### src/rtl/audio_adc_deser_pkg.sv
`timescale 1ns/1ps
`default_nettype none
// +----------------------------------------------------------------------+
// | audio_pkg                                                            |
// | Shared types and constants for the I2S ADC deserialiser.             |
// | Revision: 1.0                                                        |
// +----------------------------------------------------------------------+
package audio_pkg;

  // Deserialiser FSM states
  typedef enum logic [1:0] {
    IDLE  = 2'd0,
    SHIFT = 2'd1,
    HOLD  = 2'd2
  } state_t;

  // Default channel word width (bits captured per channel, MSB first)
  localparam int DEFAULT_SAMPLE_W = 16;

  // I2S places the MSB one bit clock after the lrck edge
  localparam int I2S_DELAY_BITS = 1;

  // lrck level encoding: low = left, high = right
  localparam logic CH_LEFT  = 1'b0;
  localparam logic CH_RIGHT = 1'b1;

endpackage : audio_pkg
`default_nettype wire

### src/rtl/audio_adc_deser_edge_sync.sv
`timescale 1ns/1ps
`default_nettype none
// +----------------------------------------------------------------------+
// | edge_sync                                                            |
// | STAGES-deep synchroniser for an asynchronous pin plus a single-cycle |
// | rise detector on the synchronised level.                             |
// | Revision: 1.0                                                        |
// +----------------------------------------------------------------------+
module edge_sync #(
  parameter int STAGES = 2
) (
  input  logic state_clk,
  input  logic reset,
  input  logic din,
  output logic level,
  output logic rise
);

  logic [STAGES-1:0] r_sync;
  logic              r_prev;

  // Shift the pin through the synchroniser and remember the last synchronised level
  always_ff @(posedge state_clk) begin
    if (reset) begin
      r_sync <= '0;
      r_prev <= 1'b0;
    end else begin
      r_sync <= {r_sync[STAGES-2:0], din};
      r_prev <= r_sync[STAGES-1];
    end
  end

  assign level = r_sync[STAGES-1];
  assign rise  = r_sync[STAGES-1] & ~r_prev;

endmodule : edge_sync
`default_nettype wire

### src/rtl/audio_adc_deser.sv
`timescale 1ns/1ps
`default_nettype none
// +----------------------------------------------------------------------+
// | audio_adc_deser                                                      |
// | Deserialises the codec I2S ADC stream (bclk/lrck/adcdat) into        |
// | parallel signed left/right words with a per-frame valid strobe.      |
// | Optional: AUDIO_ADC_MONO_MIX_EN adds mono_out = (left+right) >>> 1.  |
// | Revision: 1.0                                                        |
// +----------------------------------------------------------------------+
module audio_adc_deser
  import audio_pkg::*;
#(
  parameter int SAMPLE_W    = DEFAULT_SAMPLE_W,
  parameter int SYNC_STAGES = 2
) (
  input  logic                       state_clk,
  input  logic                       reset,
  input  logic                       bclk,
  input  logic                       lrck,
  input  logic                       adcdat,
  output logic signed [SAMPLE_W-1:0] left_out,
  output logic signed [SAMPLE_W-1:0] right_out,
`ifdef AUDIO_ADC_MONO_MIX_EN
  output logic signed [SAMPLE_W-1:0] mono_out,
`endif
  output logic                       sample_valid,
  output logic                       frame_err
);

  localparam int               CNT_W      = $clog2(SAMPLE_W + 1);
  localparam logic [CNT_W-1:0] C_CNT_LAST = CNT_W'(SAMPLE_W - 1);

  state_t              r_state;
  state_t              w_next_state;
  logic [SAMPLE_W-1:0] r_shift;
  logic [SAMPLE_W-1:0] r_left_hold;
  logic [CNT_W-1:0]    r_cnt;
  logic                r_chan;
  logic                r_lr_prev;

  logic                w_bclk_rise;
  logic                w_lrck_s;
  logic                w_dat_s;
  logic                w_bclk_level_unused;
  logic                w_lrck_rise_unused;
  logic                w_dat_rise_unused;

  logic                w_lr_edge;
  logic                w_shift_en;
  logic                w_word_done;
  logic [SAMPLE_W-1:0] w_shift_next;
  logic                w_commit_left;
  logic                w_commit_right;
  logic                w_short_word;

  edge_sync #(.STAGES(SYNC_STAGES)) u_sync_bclk (
    .state_clk (state_clk),
    .reset     (reset),
    .din       (bclk),
    .level     (w_bclk_level_unused),
    .rise      (w_bclk_rise)
  );

  edge_sync #(.STAGES(SYNC_STAGES)) u_sync_lrck (
    .state_clk (state_clk),
    .reset     (reset),
    .din       (lrck),
    .level     (w_lrck_s),
    .rise      (w_lrck_rise_unused)
  );

  edge_sync #(.STAGES(SYNC_STAGES)) u_sync_adcdat (
    .state_clk (state_clk),
    .reset     (reset),
    .din       (adcdat),
    .level     (w_dat_s),
    .rise      (w_dat_rise_unused)
  );

  // An lrck edge is a change of lrck between consecutive bclk rises; that
  // rise is the one-bit I2S delay slot, so it never shifts data.
  assign w_lr_edge    = w_bclk_rise & (w_lrck_s ^ r_lr_prev);
  assign w_shift_en   = w_bclk_rise & ~w_lr_edge & (r_state == SHIFT);
  assign w_word_done  = w_shift_en & (r_cnt == C_CNT_LAST);
  assign w_shift_next = {r_shift[SAMPLE_W-2:0], w_dat_s};

  // FSM state register
  always_ff @(posedge state_clk) begin
    if (reset) r_state <= IDLE;
    else       r_state <= w_next_state;
  end

  // FSM next-state: every lrck edge (re)starts a word, a full word parks in HOLD
  always_comb begin
    w_next_state = r_state;
    case (r_state)
      IDLE:    if (w_lr_edge) w_next_state = SHIFT;
      SHIFT:   if (w_lr_edge) w_next_state = SHIFT;
               else if (w_word_done) w_next_state = HOLD;
      HOLD:    if (w_lr_edge) w_next_state = SHIFT;
      default: w_next_state = IDLE;
    endcase
  end

  // FSM outputs: commit strobes per channel and short-word detection
  always_comb begin
    w_commit_left  = 1'b0;
    w_commit_right = 1'b0;
    w_short_word   = 1'b0;
    if (r_state == SHIFT) begin
      w_short_word   = w_lr_edge;
      w_commit_left  = w_word_done & (r_chan == CH_LEFT);
      w_commit_right = w_word_done & (r_chan == CH_RIGHT);
    end
  end

`ifdef AUDIO_ADC_MONO_MIX_EN
  // One extra bit of headroom so the average never overflows
  logic [SAMPLE_W:0] w_mono_sum;
  assign w_mono_sum = {r_left_hold[SAMPLE_W-1], r_left_hold}
                    + {w_shift_next[SAMPLE_W-1], w_shift_next};
`endif

  // Shift/count datapath, left holding register and committed outputs
  always_ff @(posedge state_clk) begin
    if (reset) begin
      r_shift      <= '0;
      r_left_hold  <= '0;
      r_cnt        <= '0;
      r_chan       <= CH_LEFT;
      r_lr_prev    <= 1'b0;
      left_out     <= '0;
      right_out    <= '0;
      sample_valid <= 1'b0;
      frame_err    <= 1'b0;
`ifdef AUDIO_ADC_MONO_MIX_EN
      mono_out     <= '0;
`endif
    end else begin
      if (w_bclk_rise) r_lr_prev <= w_lrck_s;

      // A partial word is simply abandoned here; the new channel starts clean
      if (w_lr_edge) begin
        r_cnt  <= '0;
        r_chan <= w_lrck_s;
      end else if (w_shift_en) begin
        r_shift <= w_shift_next;
        r_cnt   <= r_cnt + CNT_W'(1);
      end

      if (w_commit_left) r_left_hold <= w_shift_next;

      if (w_commit_right) begin
        left_out  <= r_left_hold;
        right_out <= w_shift_next;
`ifdef AUDIO_ADC_MONO_MIX_EN
        mono_out  <= w_mono_sum[SAMPLE_W:1];
`endif
      end

      sample_valid <= w_commit_right;
      frame_err    <= w_short_word;
    end
  end

endmodule : audio_adc_deser
`default_nettype wire

### config.mk
export PLATFORM = sky130hd
export DESIGN_NAME = audio_adc_deser
export DESIGN_NICKNAME = d
export VERILOG_FILES = /design/src/rtl/audio_adc_deser_pkg.sv /design/src/rtl/audio_adc_deser_edge_sync.sv /design/src/rtl/audio_adc_deser.sv
export SDC_FILE = /design/constraint.sdc
export NUM_CORES = 1
export LEC_CHECK = 0
export ABC_AREA = 1
export BUFFER_PORTS_ARGS = -buffer_cell sky130_fd_sc_hd__clkbuf_2
export CAP_MARGIN = 20
export CORE_ASPECT_RATIO = 0.9
export CORE_MARGIN = 1.5
export CORE_UTILIZATION = 57
export DETAILED_ROUTE_END_ITERATION = 8
export GPL_ROUTABILITY_DRIVEN = 0
export GPL_TIMING_DRIVEN = 1
export MAX_ROUTING_LAYER = met4
export PLACE_DENSITY = 0.82
export SYNTH_ARGS = -nofsm -noshare
export SYNTH_HDL_FRONTEND = slang
export SYNTH_SLANG_ARGS = --single-unit
### constraint.sdc
create_clock -name state_clk -period 2.15 [get_ports state_clk]
set_input_delay 0.1075 -clock state_clk [delete_from_list [all_inputs] [get_ports state_clk]]
set_output_delay 0.1075 -clock state_clk [all_outputs]
set_load 0.05 [all_outputs]
==> impl_metrics.toml, run 1 <==
[run_status]
status = "finished, final reports clean"

[critical_path]
critPathCaptureType = "flip-flop"
r2r-end = "left_out[4]$_SDFFE_PP0P_"
crit_chain = "ha_1 -> inv_1 -> nor3_1 -> ha_1 -> nand4_1 -> buf_4 -> nor2_1 -> nor2_1"
r2r-start = "r_cnt[0]$_SDFFE_PP0N_"
r2r_cells = 8
crit_buf_inv = 2
slowest_delay_ps = 370
startpoint = "r_cnt[0]$_SDFFE_PP0N_"
cp.required_ps = 2390
cpMaxStageDelayCell = "dfxtp_1"
criticalPathCategory = "reg2reg"
reg2reg_slack_ps = 490
cp_max_fo = 40
arrival_ps = 1900
setup.worst_path.end = "left_out[4]$_SDFFE_PP0P_"
cp.depth = 8
crit_family = "simple AND/OR/NAND/NOR gates"
cp-start-kind = "flip-flop"

[clocking]
cts.sinks = 81
cts_made_buffers = 9
cts_tree = "done"
cts.clk_slew.worst_paths_ps = 80
h-tree-depth = 3
cts-root-buf = "clkbuf_8"
cts_buffer_depth = 2
postCtsSetupBuffers = 0
worstSkewPairLatency_ps = 340

[timing]
final_max_slew_viol_count = 0
tightestPinTransition_ps = 374
min_period_ps = 1660
setup_viol = 0
fin_ws_ps = 489
timing.final.crit_share = 0.773
rsz0062_at_grt = "false"
clock.fmax_mhz = 602
tns_ps = 0
finClkSkew_ps = 9.08
hold_viol_final = 0
relSlewSlack = 0.751

[route]
drtIter0Drc = 136
drcViolationCount = 0
routed_wl_mm = 5.45
wl_per_cell_um = 9.61
ant_nets = 0
vias = 2543
viasPerCell = 4.49
dr.pass1.iters = 4

[grt]
grt-ovfl-total = 0
grt_max_degree = 41
grt_first_pass_wirelength_mm = 9.82
antenna_found_initial = 0
grt_pass1_vias = 2334
grt_usage = 0.220

[hold_path]
hold_class = "in2reg"

[synth]
synthDistinctLibCells = 20
ys_ff_latch = 81
avgSynthCellArea_sq_um = 6.90
seq_area_frac_synth = 0.513
synth.net_count = 465
synth_area_sq_um = 3160
synthCells = 458
ys_warn_count = 0

[die]
die_w_um = 81.5
io_pins = 39
core-area_sq_um = 5290
initial_utilization = 0.598
dieArea_sq_um = 6000
die_h_um = 73.6
rows = 25

[place]
placed_cell_area_sq_um = 3350
dpl_worst_slack_ps = 499
port_buffers = 38
hpwl_mm = 3.50

[finish]
final_nets = 502
antenna_cells = 0
layout-drive-gt1-share = 0.124
fin_area_sq_um = 3560
area_delta_synth_final_pct = 12.5
final_util = 0.673

[power]
p_per_area_nw_per_um2 = 711
p_leak_nw = 1.95
ir_drop_v = 0.000502

[job]
max_cap_violations = 0
==> power breakdown <==
part / total, mW / switching, mW / internal [mW]
Combinational: 0.0559 / 0.0384 / 0.0175
Sequential: 1.51 / 0.00480 / 1.51
Clock: 0.960 / 0.513 / 0.447
==> cells by family (layout without fill, tap and decap cells) <==
logic type	Yosys count	after routing	synth area share
simple gates	259	259	0.314
compound gates	26	26	0.0412
buf+inv	89	131	0.121
fa+ha+maj	2	2	0.00792
flops	81	81	0.513
xor+xnor	1	1	0.00277
==> sequential cells by signal (all words and copies together) (netlist names) <==
| name | flops |
|---|---|
| left_out | 16 |
| r_left_hold | 16 |
| right_out | 16 |
| r_shift | 15 |
| r_cnt | 5 |
| r_state | 2 |
| u_sync_adcdat.r_sync | 2 |
| u_sync_bclk.r_sync | 2 |
| u_sync_lrck.r_sync | 2 |
| frame_err | 1 |
| r_chan | 1 |
| r_lr_prev | 1 |
| sample_valid | 1 |
| u_sync_bclk.r_prev | 1 |
==> cell type report <==
type                       instances  area, sq um
timing repair buffer              47          265
clock inverter                     5         31.3
multi-input combinational        288         1160
tap                               67         83.8
fill                             453         1730
clock buffer                      11          141
inverter                          68          255
sequential                        81         1620
==> placed cells by master, fill, tap and decap left out, types with 6 or more instances in the layout <==
cell      synthesis  layout
dfxtp_1          81      81
clkbuf_2          0      38
nand2_1         113     113
nor2_1          135     135
buf_4             3       6
clkbuf_8          0      10
o21ai_0          18      18
inv_1            67      66
a21oi_1           7       7
==> repair_timing <==
item / 4_1_cts / 5_1_grt
hold endpoints to repair: 3 / 0
resized for setup: 0 / 0
hold buffers: 3 / 0
==> stage by stage <==
stage | std cells | hold WS (ps) | total power, mW
4_1_cts | 567 | 64.7 | 2.55
3_3_place_gp | 548 | 299 | 1.60
5_1_grt | 567 | 88.6 | 2.63
3_5_place_dp | 548 | 302 | 1.60
2_1_floorplan | 458 | 214 | 1.59
6_report | 567 | 69.3 | 2.53
==> synthesized netlist by cell type <==
cell type / n / share of area
a21oi_1: 7 / 0.011
and3_1: 1 / 0.0020
buf_2: 11 / 0.017
buf_4: 3 / 0.0071
buf_6: 3 / 0.011
clkbuf_1: 4 / 0.0047
dfxtp_1: 81 / 0.51
ha_1: 2 / 0.0079
inv_1: 67 / 0.080
inv_2: 1 / 0.0012
nand2_1: 113 / 0.13
nand3_1: 2 / 0.0032
nand4_1: 3 / 0.0059
nor2_1: 135 / 0.16
nor2_2: 1 / 0.0020
nor3_1: 3 / 0.0047
o21ai_0: 18 / 0.029
o21ai_1: 1 / 0.0016
or2_2: 1 / 0.0020
xor2_1: 1 / 0.0028
==> layer usage <==
| layer | GRT usage | part of all wire | vias to the layer above |
|---|---|---|---|
| met4 | 0.0881 | 0.018 | 0 |
| met3 | 0.0820 | 0.059 | 10 |
| li1 | - | - | 1412 |
| met2 | 0.313 | 0.43 | 66 |
| met5 | - | 0 | - |
| met1 | 0.282 | 0.49 | 1055 |
==> worst min-delay path by stage <==
stage          cells past startpoint  startpoint  slack, ps                                 end
5_1_grt                            2       reset         90       u_sync_bclk.r_prev$_SDFF_PP0_
3_5_place_dp                       3      adcdat        300  u_sync_adcdat.r_sync[0]$_SDFF_PP0_
4_1_cts                            2       reset         60  u_sync_adcdat.r_sync[0]$_SDFF_PP0_
6_report                           2       reset         70  u_sync_adcdat.r_sync[0]$_SDFF_PP0_
3_3_place_gp                       3        bclk        300    u_sync_bclk.r_sync[0]$_SDFF_PP0_
2_1_floorplan                      2      adcdat        210  u_sync_adcdat.r_sync[0]$_SDFF_PP0_
No activity file was read; power rests on OpenSTA's default activity.
==> run 2, diff against run 1 <==
clock period = 1.65 ns   (was 2.15 ns; I/O delays follow)
==> run 2 against run 1 <==
Net effect: global-route usage up 0.81 points; power grew 43%; setup slack lost 560 ps; the flow now finishes with violations (setup timing); sequential cell count unchanged; largest power group unchanged; maximum frequency is 3.5% lower.
==> impl_metrics.toml, run 2 (synthesis results as in run 1) <==
[die]
die_h_um = 73.6
rows = 25
dieArea_sq_um = 6000
initial_utilization = 0.598
die_w_um = 81.5
core-area_sq_um = 5290
io_pins = 39

[timing]
hold_viol_final = 0
fin_ws_ps = -72.0
rsz0062_at_grt = "true"
clock.fmax_mhz = 581
tightestPinTransition_ps = 356
min_period_ps = 1720
tns_ps = -698
final_max_slew_viol_count = 0
relSlewSlack = 0.762
timing.final.crit_share = 1.04
finClkSkew_ps = 8.48
setup_viol = 33

[power]
clkPwrFrac = 0.431
sw_frac_of_total = 0.203
ir_drop_v = 0.000729
switching_power_mw = 0.732
p_per_area_nw_per_um2 = 908
combPwrFrac = 0.022
p_int_mw = 2.87
p_leak_nw = 2.08
power_frac_seq = 0.547

[route]
wl_per_cell_um = 12.2
dr.pass1.iters = 6
wl_met2_mm = 3.45
ant_nets = 0
wl_met3_um = 373
drtIter0Drc = 194
vias = 2761
top_layer = "met4"
viasPerCell = 4.80
routed_wl_mm = 7.04
wl_met1_mm = 3.10
drcViolationCount = 0

[grt]
grt-ovfl-total = 0
grt_max_degree = 53
grt_first_pass_wirelength_mm = 9.89
grt_pass1_vias = 2254
grt_usage = 0.228
antenna_found_initial = 0

[clocking]
h-tree-depth = 3
cts-root-buf = "clkbuf_8"
cts_made_buffers = 9
cts.sinks = 81
cts_tree = "done"
cts_buffer_depth = 2
cts.clk_slew.worst_paths_ps = 70
worstSkewPairLatency_ps = 350

[critical_path]
path_common_cell = "nor2_1"
crit_family = "simple AND/OR/NAND/NOR gates"
crit_buf_inv = 3
crit_chain = "ha_4 -> inv_4 -> nor3_4 -> ha_2 -> nand4_1 -> buf_6 -> clkbuf_16 -> nor2_1 -> nor2_1"
arrival_ps = 1970
cp-start-kind = "flip-flop"
cp.required_ps = 1900
cpMaxStageDelayCell = "dfxtp_2"
cp_max_fo = 8
criticalPathCategory = "reg2reg"
slowest_delay_ps = 360
critPathCaptureType = "flip-flop"

[run_status]
status = "complete, but fails checks"
violations = "setup timing"

[place]
hpwl_mm = 3.64
port_buffers = 38
dpl_worst_slack_ps = 11.2

[finish]
fill_cells = 387
antenna_cells = 0
area_delta_synth_final_pct = 25.7
reg.largest.list = "left_out: 16 flops, r_left_hold: 16 flops, right_out: 16 flops"
final_util = 0.752
final_common_cell = "nor2_1"
final_cell_mix = "nor2_1, nand2_1, dfxtp_1"
final_nets = 511
layout-drive-gt1-share = 0.238

[hold_path]
hold_class = "in2reg"

[job]
max_cap_violations = 0
[run 2: repair_timing]
item,4_1_cts,5_1_grt
resized for setup,13,56
gates cloned,1,4
endpoints found under the hold margin,3,0
setup endpoints to repair,28,49
setup buffers,4,0
pin swaps,2,8
hold buffers,3,0
[run 2: final cells by class]
cell class | count | area [sq um] | share of cell area
tap | 67 | 83.8 | 0.0211
timing repair buffer | 56 | 477 | 0.120
multi-input combinational | 288 | 1320 | 0.332
clock buffer | 12 | 145 | 0.0365
sequential | 81 | 1620 | 0.409
inverter | 68 | 260 | 0.0655
clock inverter | 3 | 65.1 | 0.0164
[run 2: final timing paths]
kind,start,end,slack (ps),depth (start not counted)
min reg2reg,u_sync_bclk.r_sync[0]$_SDFF_PP0_,u_sync_bclk.r_sync[1]$_SDFF_PP0_,410,2
min,reset,u_sync_lrck.r_sync[0]$_SDFF_PP0_,30,2
max reg2reg,r_cnt[1]$_SDFFE_PP0N_,right_out[7]$_SDFFE_PP0P_,-70,9
max,r_cnt[1]$_SDFFE_PP0N_,right_out[7]$_SDFFE_PP0P_,-70,9
[run 2: worst reg2reg max path, cell delays in order, from the launching register on]
cell,delay (ps)
dfxtp_2,360
ha_4,150
inv_4,40
nor3_4,160
ha_2,200
nand4_1,130
buf_6,210
clkbuf_16,170
nor2_1,130
nor2_1,60
[run 2: metal layers]
layer  vias to the layer above  GRT usage
li1                       1438          -
met1                      1219      0.274
met2                        89      0.358
met3                        15     0.0733
met4                         0     0.0843
met5                         -          -
[run 2: power by group through the flow]
stage	logic (mW)	registers, mW	clock network [mW]
global route	0.0897	1.97	1.65
detailed placement	0.0707	2.02	0
finish	0.0805	1.97	1.56
floorplan	0.0513	2.01	0
global placement	0.0688	2.02	0
CTS	0.0772	1.97	1.58
[run 2: through the flow]
step	hold slack, ps	area (sq um)	instances	power, mW
6_report	28.9	3970	575	3.61
5_1_grt	30.8	3970	575	3.71
4_1_cts	15.7	3720	571	3.62
3_5_place_dp	280	3380	548	2.09
3_3_place_gp	276	3380	548	2.08
2_1_floorplan	189	3160	458	2.07
==> run 3, diff against run 2 <==
CELL_PAD_IN_SITES_DETAIL_PLACEMENT = 1   (was not set)
CELL_PAD_IN_SITES_GLOBAL_PLACEMENT = 1   (was not set)
CORE_UTILIZATION = 39   (was 57)
CTS_CLUSTER_DIAMETER = 30   (was not set)
PLACE_DENSITY = 0.78   (was 0.82)
==> run 3 against run 2 <==
Net effect: the flow still finishes with violations (setup timing); worst hold slack better by 5.8 ps; sequential cell count stayed put; design area is 0.76% higher; sequential power hardly changed; clock skew is 0.60 ps lower; non-clock buffer count is 4 higher; first-iteration DRC count is 61% lower; clock power is 5% higher; global-route usage is 3.3 points lower; wire length is 27% higher; via count is 5.0% higher; highest routed layer unchanged.
==> impl_metrics.toml, run 3 (synthesis results as in run 1) <==
[timing]
relSlewSlack = 0.806
finClkSkew_ps = 7.88
setup_viol = 14
fin_hold_ws_ps = 34.8
final_max_slew_viol_count = 0
hold_viol_final = 0
tightestPinTransition_ps = 290
timing.final.crit_share = 1.07
clock.fmax_mhz = 567
rsz0062_at_grt = "true"
tns_ps = -527
min_period_ps = 1760
fin_ws_ps = -114

[power]
switching_power_mw = 0.808
combPwrFrac = 0.021
p_leak_nw = 2.09
sw_frac_of_total = 0.219
clkPwrFrac = 0.444
ir_drop_v = 0.000454
power_frac_seq = 0.535
p_per_area_nw_per_um2 = 921
p_int_mw = 2.88

[clocking]
cts-root-buf = "clkbuf_8"
cts_tree = "done"
cts_buffer_depth = 2
cts_made_buffers = 9
cts.clk_slew.worst_paths_ps = 90
cts.sinks = 81
worstSkewPairLatency_ps = 360
h-tree-depth = 3

[grt]
grt_max_degree = 64
grt_pass1_vias = 2733
grt_first_pass_wirelength_mm = 13.0
grt_usage = 0.195
grt-ovfl-total = 0
antenna_found_initial = 0

[die]
initial_utilization = 0.411
dieArea_sq_um = 8650
core-area_sq_um = 7690
rows = 30
io_pins = 39
die_h_um = 88.4
die_w_um = 97.9

[finish]
layout-drive-gt1-share = 0.209
fin_area_sq_um = 4000
final_cell_mix = "nor2_1, nand2_1, dfxtp_1"
final_common_cell = "nor2_1"
fill_cells = 978
final_cells = 609
antenna_cells = 0
reg.largest.list = "left_out: 16 flops, r_left_hold: 16 flops, right_out: 16 flops"
area_delta_synth_final_pct = 26.7
final_nets = 515

[critical_path]
arrival_ps = 2050
cp_max_fo = 8
r2r-end = "r_left_hold[1]$_SDFFE_PP0P_"
criticalPathCategory = "reg2reg"
reg2reg_slack_ps = -110
cp-start-kind = "flip-flop"
r2r_cells = 11
critPathCaptureType = "flip-flop"
cp.required_ps = 1940
r2r-start = "r_cnt[0]$_SDFFE_PP0N_"

[place]
placed_cell_area_sq_um = 3410
port_buffers = 38
dp_cells = 577
hpwl_mm = 4.59

[route]
ant_nets = 0
vias = 2898
routed_wl_mm = 8.97
dr.pass1.iters = 4
drtIter0Drc = 76
drcViolationCount = 0
viasPerCell = 4.76
wl_per_cell_um = 14.7

[hold_path]
hold_class = "in2reg"
holdPathStages = 2
min_to = "u_sync_lrck.r_sync[0]$_SDFF_PP0_"
hold_path.startpoint = "reset"

[run_status]
violations = "setup timing"
status = "complete, but fails checks"

[job]
max_cap_violations = 0
run 3: cell type report:
| cell class | count | area (sq um) | share of cell area |
|---|---|---|---|
| multi-input cells | 288 | 1260 | 0.314 |
| flip-flops and latches | 81 | 1620 | 0.406 |
| clock buffers | 11 | 141 | 0.0353 |
| clock inverters | 5 | 78.8 | 0.0197 |
| well taps | 96 | 120 | 0.0300 |
| inverters | 68 | 255 | 0.0638 |
| repair buffers | 60 | 527 | 0.132 |
run 3: worst max path at each step:
stage | depth (start not counted) | start | to | slack, ps
global placement | 8 | r_cnt[0]$_SDFFE_PP0N_ | left_out[7]$_SDFFE_PP0P_ | 20
finish | 11 | r_cnt[0]$_SDFFE_PP0N_ | r_left_hold[1]$_SDFFE_PP0P_ | -110
detailed placement | 8 | r_cnt[0]$_SDFFE_PP0N_ | left_out[3]$_SDFFE_PP0P_ | -50
global route | 11 | r_cnt[0]$_SDFFE_PP0N_ | r_left_hold[6]$_SDFFE_PP0P_ | -200
CTS | 9 | r_cnt[0]$_SDFFE_PP0N_ | r_left_hold[10]$_SDFFE_PP0P_ | -8
floorplan | 9 | r_cnt[0]$_SDFFE_PP0N_ | left_out[0]$_SDFFE_PP0P_ | 120
run 3: critical path, stage by stage (launching register included):
cell       delay (ps)
dfxtp_2           340
ha_2              170
inv_2              40
nor3_2            100
ha_2              210
nand4_1           140
buf_6             170
buf_6             130
clkbuf_16         160
nand2_4            50
nand2_1            50
nor2_1            140
run 3: metrics by stage:
stage          setup slack, ps  utilization  total power [mW]
2_1_floorplan              124            -              2.07
3_3_place_gp              19.1        0.444              2.09
3_5_place_dp             -45.6        0.444              2.09
4_1_cts                  -8.02        0.485              3.70
5_1_grt                   -195        0.520              3.82
6_report                  -114        0.520              3.69
run 3: routing by layer:
layer,GRT usage,routed length [um]
met5,-,0
met1,0.249,4040
met4,0.0429,161
met2,0.307,4460
met3,0.0592,306
run 3: what timing repair did:
action,4_1_cts,5_1_grt
hold buffers,3,0
setup buffers,3,3
cloned,1,6
resized for setup,8,37
endpoints found under the setup margin,21,60
pin swaps,2,8
hold endpoints to repair,3,0
run 3: power by group through the flow:
stage	logic [mW]	clock network (mW)	registers (mW)
3_5_place_dp	0.0722	0	2.02
5_1_grt	0.0899	1.76	1.97
2_1_floorplan	0.0513	0	2.01
3_3_place_gp	0.0694	0	2.02
6_report	0.0791	1.64	1.97
4_1_cts	0.0786	1.65	1.97
